--- src/rtl/mux_scan_pkg.sv ---
// Shared types and constants for the mux scan sequencer.
// Contents: FSM state enum, default widths, channel-count helper, minimum dwell.
// Optional feature macro: SCAN_MAJORITY_EN (selects the 2-of-3 sampling minimum dwell).
package mux_scan_pkg;

    typedef enum logic {
        IDLE = 1'b0,
        SCAN = 1'b1
    } state_t;

    localparam int SEL_W_DEF   = 2;
    localparam int DWELL_W_DEF = 4;

    // Three samples are needed for a 2-of-3 vote, so the dwell cannot go below 3.
`ifdef SCAN_MAJORITY_EN
    localparam int MIN_DWELL = 3;
`else
    localparam int MIN_DWELL = 1;
`endif

    function automatic int nch(input int sel_w);
        return 1 << sel_w;
    endfunction

endpackage

--- src/rtl/scan_dwell_timer.sv ---
// Per-channel dwell counter for the scan sequencer.
// Ports: clk/rst, load (latch dwell and start a new frame), step (advance while scanning),
//        dwell (raw request), last (final cycle of a channel), win (last-3 window,
//        present only when SCAN_MAJORITY_EN is defined).
module scan_dwell_timer
    import mux_scan_pkg::*;
#(
    parameter int DWELL_W = DWELL_W_DEF
) (
    input  logic               clk,
    input  logic               rst,
    input  logic               load,
    input  logic               step,
    input  logic [DWELL_W-1:0] dwell,
`ifdef SCAN_MAJORITY_EN
    output logic               win,
`endif
    output logic               last
);

    logic [DWELL_W-1:0] dwell_q;
    logic [DWELL_W-1:0] cnt;
    logic [DWELL_W-1:0] eff;

    // Requests shorter than the minimum are stretched rather than rejected.
    always_comb begin
        eff = dwell;
        if (dwell < DWELL_W'(MIN_DWELL)) begin
            eff = DWELL_W'(MIN_DWELL);
        end
    end

    // cnt counts down to 0; 0 marks the sampling cycle of the current channel.
    // The latched dwell is reused for every channel of the frame, so a change
    // of the dwell input mid-frame has no effect until the next frame start.
    always_ff @(posedge clk) begin
        if (rst) begin
            dwell_q <= '0;
            cnt     <= '0;
        end else if (load) begin
            dwell_q <= eff;
            cnt     <= eff - DWELL_W'(1);
        end else if (step) begin
            if (cnt == '0) begin
                cnt <= dwell_q - DWELL_W'(1);
            end else begin
                cnt <= cnt - DWELL_W'(1);
            end
        end
    end

    assign last = (cnt == '0);

`ifdef SCAN_MAJORITY_EN
    assign win = (cnt < DWELL_W'(3));
`endif

endmodule

--- src/rtl/mux_scan_sequencer.sv ---
// Scans a 4:1 bit-select mux channel by channel and assembles the samples into a frame.
// Ports: clk/rst (sync, active high), en, dwell in; sel_out to mux, mux_bit back;
//        frame_data/frame_valid/frame_ready output handshake; busy, overrun (sticky) status.
// Optional feature macro: SCAN_MAJORITY_EN (2-of-3 vote over the last three dwell cycles).
module mux_scan_sequencer
    import mux_scan_pkg::*;
#(
    parameter int SEL_W   = SEL_W_DEF,
    parameter int DWELL_W = DWELL_W_DEF
) (
    input  logic                   clk,
    input  logic                   rst,
    input  logic                   en,
    input  logic [DWELL_W-1:0]     dwell,
    output logic [SEL_W-1:0]       sel_out,
    input  logic                   mux_bit,
    output logic [(1<<SEL_W)-1:0]  frame_data,
    output logic                   frame_valid,
    input  logic                   frame_ready,
    output logic                   busy,
    output logic                   overrun
);

    localparam int NCH = nch(SEL_W);
    localparam logic [SEL_W-1:0] LAST_CH = SEL_W'(NCH - 1);

    state_t           state;
    logic [SEL_W-1:0] ch;
    logic [NCH-1:0]   shadow;
    logic [NCH-1:0]   frame;
    logic             samp_bit;
    logic             last;
    logic             start;
    logic             commit;
    logic             load;
    logic             step;

    // The channel index register drives the mux directly; it only leaves
    // LAST_CH through the commit path, so it never exceeds NCH-1.
    assign sel_out = ch;

    assign start  = (state == IDLE) && en;
    assign commit = (state == SCAN) && last && (ch == LAST_CH);
    // A commit with en still high starts the next frame with no gap cycle.
    assign load   = start || (commit && en);
    assign step   = (state == SCAN);

`ifdef SCAN_MAJORITY_EN
    logic       win;
    logic [1:0] hist;

    scan_dwell_timer #(.DWELL_W(DWELL_W)) u_timer (
        .clk   (clk),
        .rst   (rst),
        .load  (load),
        .step  (step),
        .dwell (dwell),
        .win   (win),
        .last  (last)
    );

    // hist holds the two samples before the last cycle; the live bit is the third vote.
    assign samp_bit = (hist[1] & hist[0]) | (hist[1] & mux_bit) | (hist[0] & mux_bit);

    always_ff @(posedge clk) begin
        if (rst) begin
            hist <= '0;
        end else if (step && win) begin
            hist <= {hist[0], mux_bit};
        end
    end
`else
    scan_dwell_timer #(.DWELL_W(DWELL_W)) u_timer (
        .clk   (clk),
        .rst   (rst),
        .load  (load),
        .step  (step),
        .dwell (dwell),
        .last  (last)
    );

    assign samp_bit = mux_bit;
`endif

    // The final sample is merged combinationally so the frame can be committed
    // on the same cycle it is taken.
    always_comb begin
        frame          = shadow;
        frame[NCH-1]   = samp_bit;
    end

    always_ff @(posedge clk) begin
        if (rst) begin
            state       <= IDLE;
            ch          <= '0;
            shadow      <= '0;
            frame_data  <= '0;
            frame_valid <= 1'b0;
            busy        <= 1'b0;
            overrun     <= 1'b0;
        end else begin
            // Output register: a commit takes priority over a plain handshake so a
            // frame accepted in the same cycle as a new commit keeps valid high.
            if (commit) begin
                if (!frame_valid || frame_ready) begin
                    frame_data  <= frame;
                    frame_valid <= 1'b1;
                end else begin
                    overrun <= 1'b1;
                end
            end else if (frame_valid && frame_ready) begin
                frame_valid <= 1'b0;
            end

            case (state)
                IDLE: begin
                    ch <= '0;
                    if (en) begin
                        busy  <= 1'b1;
                        state <= SCAN;
                    end
                end
                SCAN: begin
                    if (last) begin
                        shadow[ch] <= samp_bit;
                        if (ch != LAST_CH) begin
                            ch <= ch + SEL_W'(1);
                        end else begin
                            ch <= '0;
                            if (!en) begin
                                busy  <= 1'b0;
                                state <= IDLE;
                            end
                        end
                    end
                end
                default: begin
                    state <= IDLE;
                end
            endcase
        end
    end

endmodule

--- config.mk ---
export PLATFORM = sky130hd
export DESIGN_NAME = mux_scan_sequencer
export DESIGN_NICKNAME = d
export VERILOG_FILES = /design/src/rtl/mux_scan_pkg.sv /design/src/rtl/scan_dwell_timer.sv /design/src/rtl/mux_scan_sequencer.sv
export SDC_FILE = /design/constraint.sdc
export NUM_CORES = 1
export LEC_CHECK = 0
export ABC_AREA = 1
export ABC_CLOCK_PERIOD_IN_PS = 2100
export BUFFER_PORTS_ARGS = -buffer_cell sky130_fd_sc_hd__clkbuf_2
export CORE_MARGIN = 5
export CORE_UTILIZATION = 30
export CTS_CLUSTER_DIAMETER = 30
export DETAILED_ROUTE_END_ITERATION = 10
export GPL_ROUTABILITY_DRIVEN = 0
export PLACE_DENSITY_LB_ADDON = 0.3
export SETUP_SLACK_MARGIN = 0.1
export SYNTH_ARGS = -nofsm -noshare
export SYNTH_HDL_FRONTEND = slang
export SYNTH_SLANG_ARGS = --single-unit
--- constraint.sdc ---
create_clock -name clk -period 2.1 [get_ports clk]
set_input_delay 0.21 -clock clk [delete_from_list [all_inputs] [get_ports clk]]
set_output_delay 0.21 -clock clk [all_outputs]
set_load 0.005 [all_outputs]
==> impl_results.md <==
* I/O pin count at 18
* Fin Hold WS at 169 ps
* Layout cells sized above 1 at 0.210
* Die Height at 69.8 um
* Post-DP HPWL at 1590 um
* Cts bufs inserted at 3
* Clock Power Share at 0.246
* Max_cap viols at 0
* Std-Cell Core Area at 3390 um2
* Worst Tran Pin Value at 428 ps
* Row count at 21
* R2R depth at 7
* Number of synthesized register bits at 21
* Critical path depth in cells at 7
* F_max at 574 MHz
* Min-Delay Path Depth at 3
* Pins Over Slew Limit at 0
* Setup crit start kind: flop
* Drt first pass iters at 4
* Avg Synthesized Cell Area at 7.49 um2
* Ranking of synthesized cells by area: dfxtp_1 39%, nand2_1 13%, a21oi_1 8.9%, ha_1 8.2%, inv_1 7.4%
* Yosys top cell by area: dfxtp_1
* Setup Buffers After CTS at 0
* Worst path bufs/invs at 2
* Cells after Synth at 143
* # diodes at 0
* IO Port Bufs at 17
* Area added between synthesis and finish at 15.2%
* Hold WC Path Type: in2reg
* Worst setup EP type: flop
* Synthesized cell area at 1070 um2
* EDFF count, synth at 0
* Period Utilization, post-route at 0.830
* Slowest stage delay, CP at 370 ps
* Synth cell count leaders: 37 x nand2_1, 21 x dfxtp_1, 21 x inv_1
* Routed Antenna Nets at 0
* CP top delay family: adder cells
* FF-to-FF setup slack at 360 ps
* Leakage at 0.567 nW
* Crit path time final at 1740 ps
* Post-route setup slack at 356 ps
* P_int at 0.560 mW
* RSZ-0062 raised after global routing: false
* Top-count cell post-synth: nand2_1
* Rel. slew slack at 0.715
* CTS tree: yes
* Clock transition at path regs at 130 ps
* Cells after DPL at 204
* Global-route wire length before repair at 3640 um
* PD cells at 664 nW/um2
* Non-filler instance count after layout at 208
* Predominant post-synthesis flop cell: dfxtp_1
* Register area share after synthesis at 0.393
* Clock Sinks at 21
* Chip width at 69.8 um
* Sw Ratio at 0.317
* Grt ovf at 0
* Top cell type's share of synthesized area at 0.393
* Dpl ws at 358 ps
* CTS root buffer: clkbuf_4
* Worst EP required at 2330 ps
* Critical Path Fanout Max at 7
* Post-Syn Nets at 159
* Arr. time, crit path at 1980 ps
* Setup TNS Final at 0 ps
* CP Cell Sequence: inv_1 > ha_1 > inv_1 > nand2_4 > o21ai_2 > ha_1 > a211oi_1
* Initial DRC Count at 25
* H-tree depth at 1
* Nets at 179
* Synth warn at 0
* Residual DRC at 0
* Combinational power share at 0.219
* Clock Skew at 5.02 ps
* WL final at 2050 um
* Worst vdd ir at 236 uV
* Maximum root-to-sink buffer count at 2
* Setup CP Type: reg2reg
* DIE AREA at 4870 um2
* Vias per cell at 4.32
* Initial core utilization at 0.316
* WL/cell at 9.86 um
* Endpoints failing setup at 0
* Via count at 899
* Number of global-route vias before repair at 851
* Final hold vios at 0
* P_sw at 0.260 mW
* Largest net degree at the start of global routing at 22
* Post-CTS resize count at 0
* Initial antenna violation count at 0
* Reg power frac at 0.535
* Hold_buf cts at 0
* Slowest CP cell: dfxtp_1
* Synth async-reset ratio at 0
* Status: completed
* GR Util All Layers at 0.0905
* Clock Latency Late Sink at 300 ps
* Unique masters post-synth at 21
per-stage QoR:
step / cell area, um2 / power [mW] / util
detailed placement: 1210 / 0.629 / 0.356
floorplan: 1070 / 0.586 / -
global route: 1230 / 0.869 / 0.364
global placement: 1210 / 0.627 / 0.356
CTS: 1230 / 0.832 / 0.364
finish: 1230 / 0.820 / 0.364
area by class of cell:
| cell class | instances | area [um2] |
|---|---|---|
| repair buffers | 17 | 85.1 |
| clock inverters | 1 | 5.00 |
| clock buffers | 3 | 22.5 |
| inverters | 21 | 78.8 |
| fillers | 352 | 2160 |
| well taps | 46 | 57.6 |
| flip-flops and latches | 21 | 420 |
| multi-input cells | 99 | 564 |
logic make-up (layout without fill, tap and decap cells):
logic type	Yosys count	count (layout)	synth area share
XOR/XNOR	1	1	0.00818
AND/OR/NAND/NOR	64	64	0.301
adder cells (fa/ha/maj)	7	7	0.0818
flip-flops	21	21	0.393
buffers and inverters	23	42	0.0806
AO/OA/AOI/OAI	27	27	0.136
worst min-delay path: cells and delay by family:
kind,cells,cell delay [ps]
AO/OA/AOI/OAI,1,50
AND/OR/NAND/NOR,1,70
buffers and inverters,1,110
cells in the final DEF (no fill, tap or decap), drive strengths merged:
cell type | netlist | routed
a211oi | 2 | 2
a21oi | 19 | 19
a31oi | 1 | 1
clkbuf | 2 | 20
clkinv | 0 | 1
dfxtp | 21 | 21
ha | 7 | 7
inv | 21 | 21
nand2 | 44 | 44
nand3 | 9 | 9
nor2 | 9 | 9
nor3 | 2 | 2
o21ai | 5 | 5
xor2 | 1 | 1
power by group through the flow:
stage	clock network (mW)	logic (mW)	registers [mW]
4_1_cts	0.211	0.182	0.439
3_5_place_dp	0	0.182	0.448
5_1_grt	0.221	0.206	0.442
3_3_place_gp	0	0.180	0.447
2_1_floorplan	0	0.141	0.445
6_report	0.202	0.179	0.438
state kept, by name, summed over array words and instances, names as in the netlist:
name / cells
u_timer.cnt: 4
u_timer.dwell_q: 4
overrun: 1
sel_out: 2
frame_valid: 1
shadow: 3
frame_data: 4
busy: 1
state: 1
path summary, 6_finish.rpt:
kind | from | end
setup / recovery | state | u_timer.cnt[1]
hold / removal | mux_bit | frame_data[3]
hold reg to reg | frame_data[2] | frame_data[2]
setup reg to reg | state | u_timer.cnt[1]
metal layers:
layer  share of wire  global-route usage  up-vias  wire length, um
li1                -                   -      493                -
met2            0.47               0.148        9              968
met5               0                   0        -                0
met3           0.014              0.0145        2               28
met1            0.49               0.114      395             1010
met4           0.020              0.0447        0               40
Note: power is estimated with default switching activity, not from simulation.
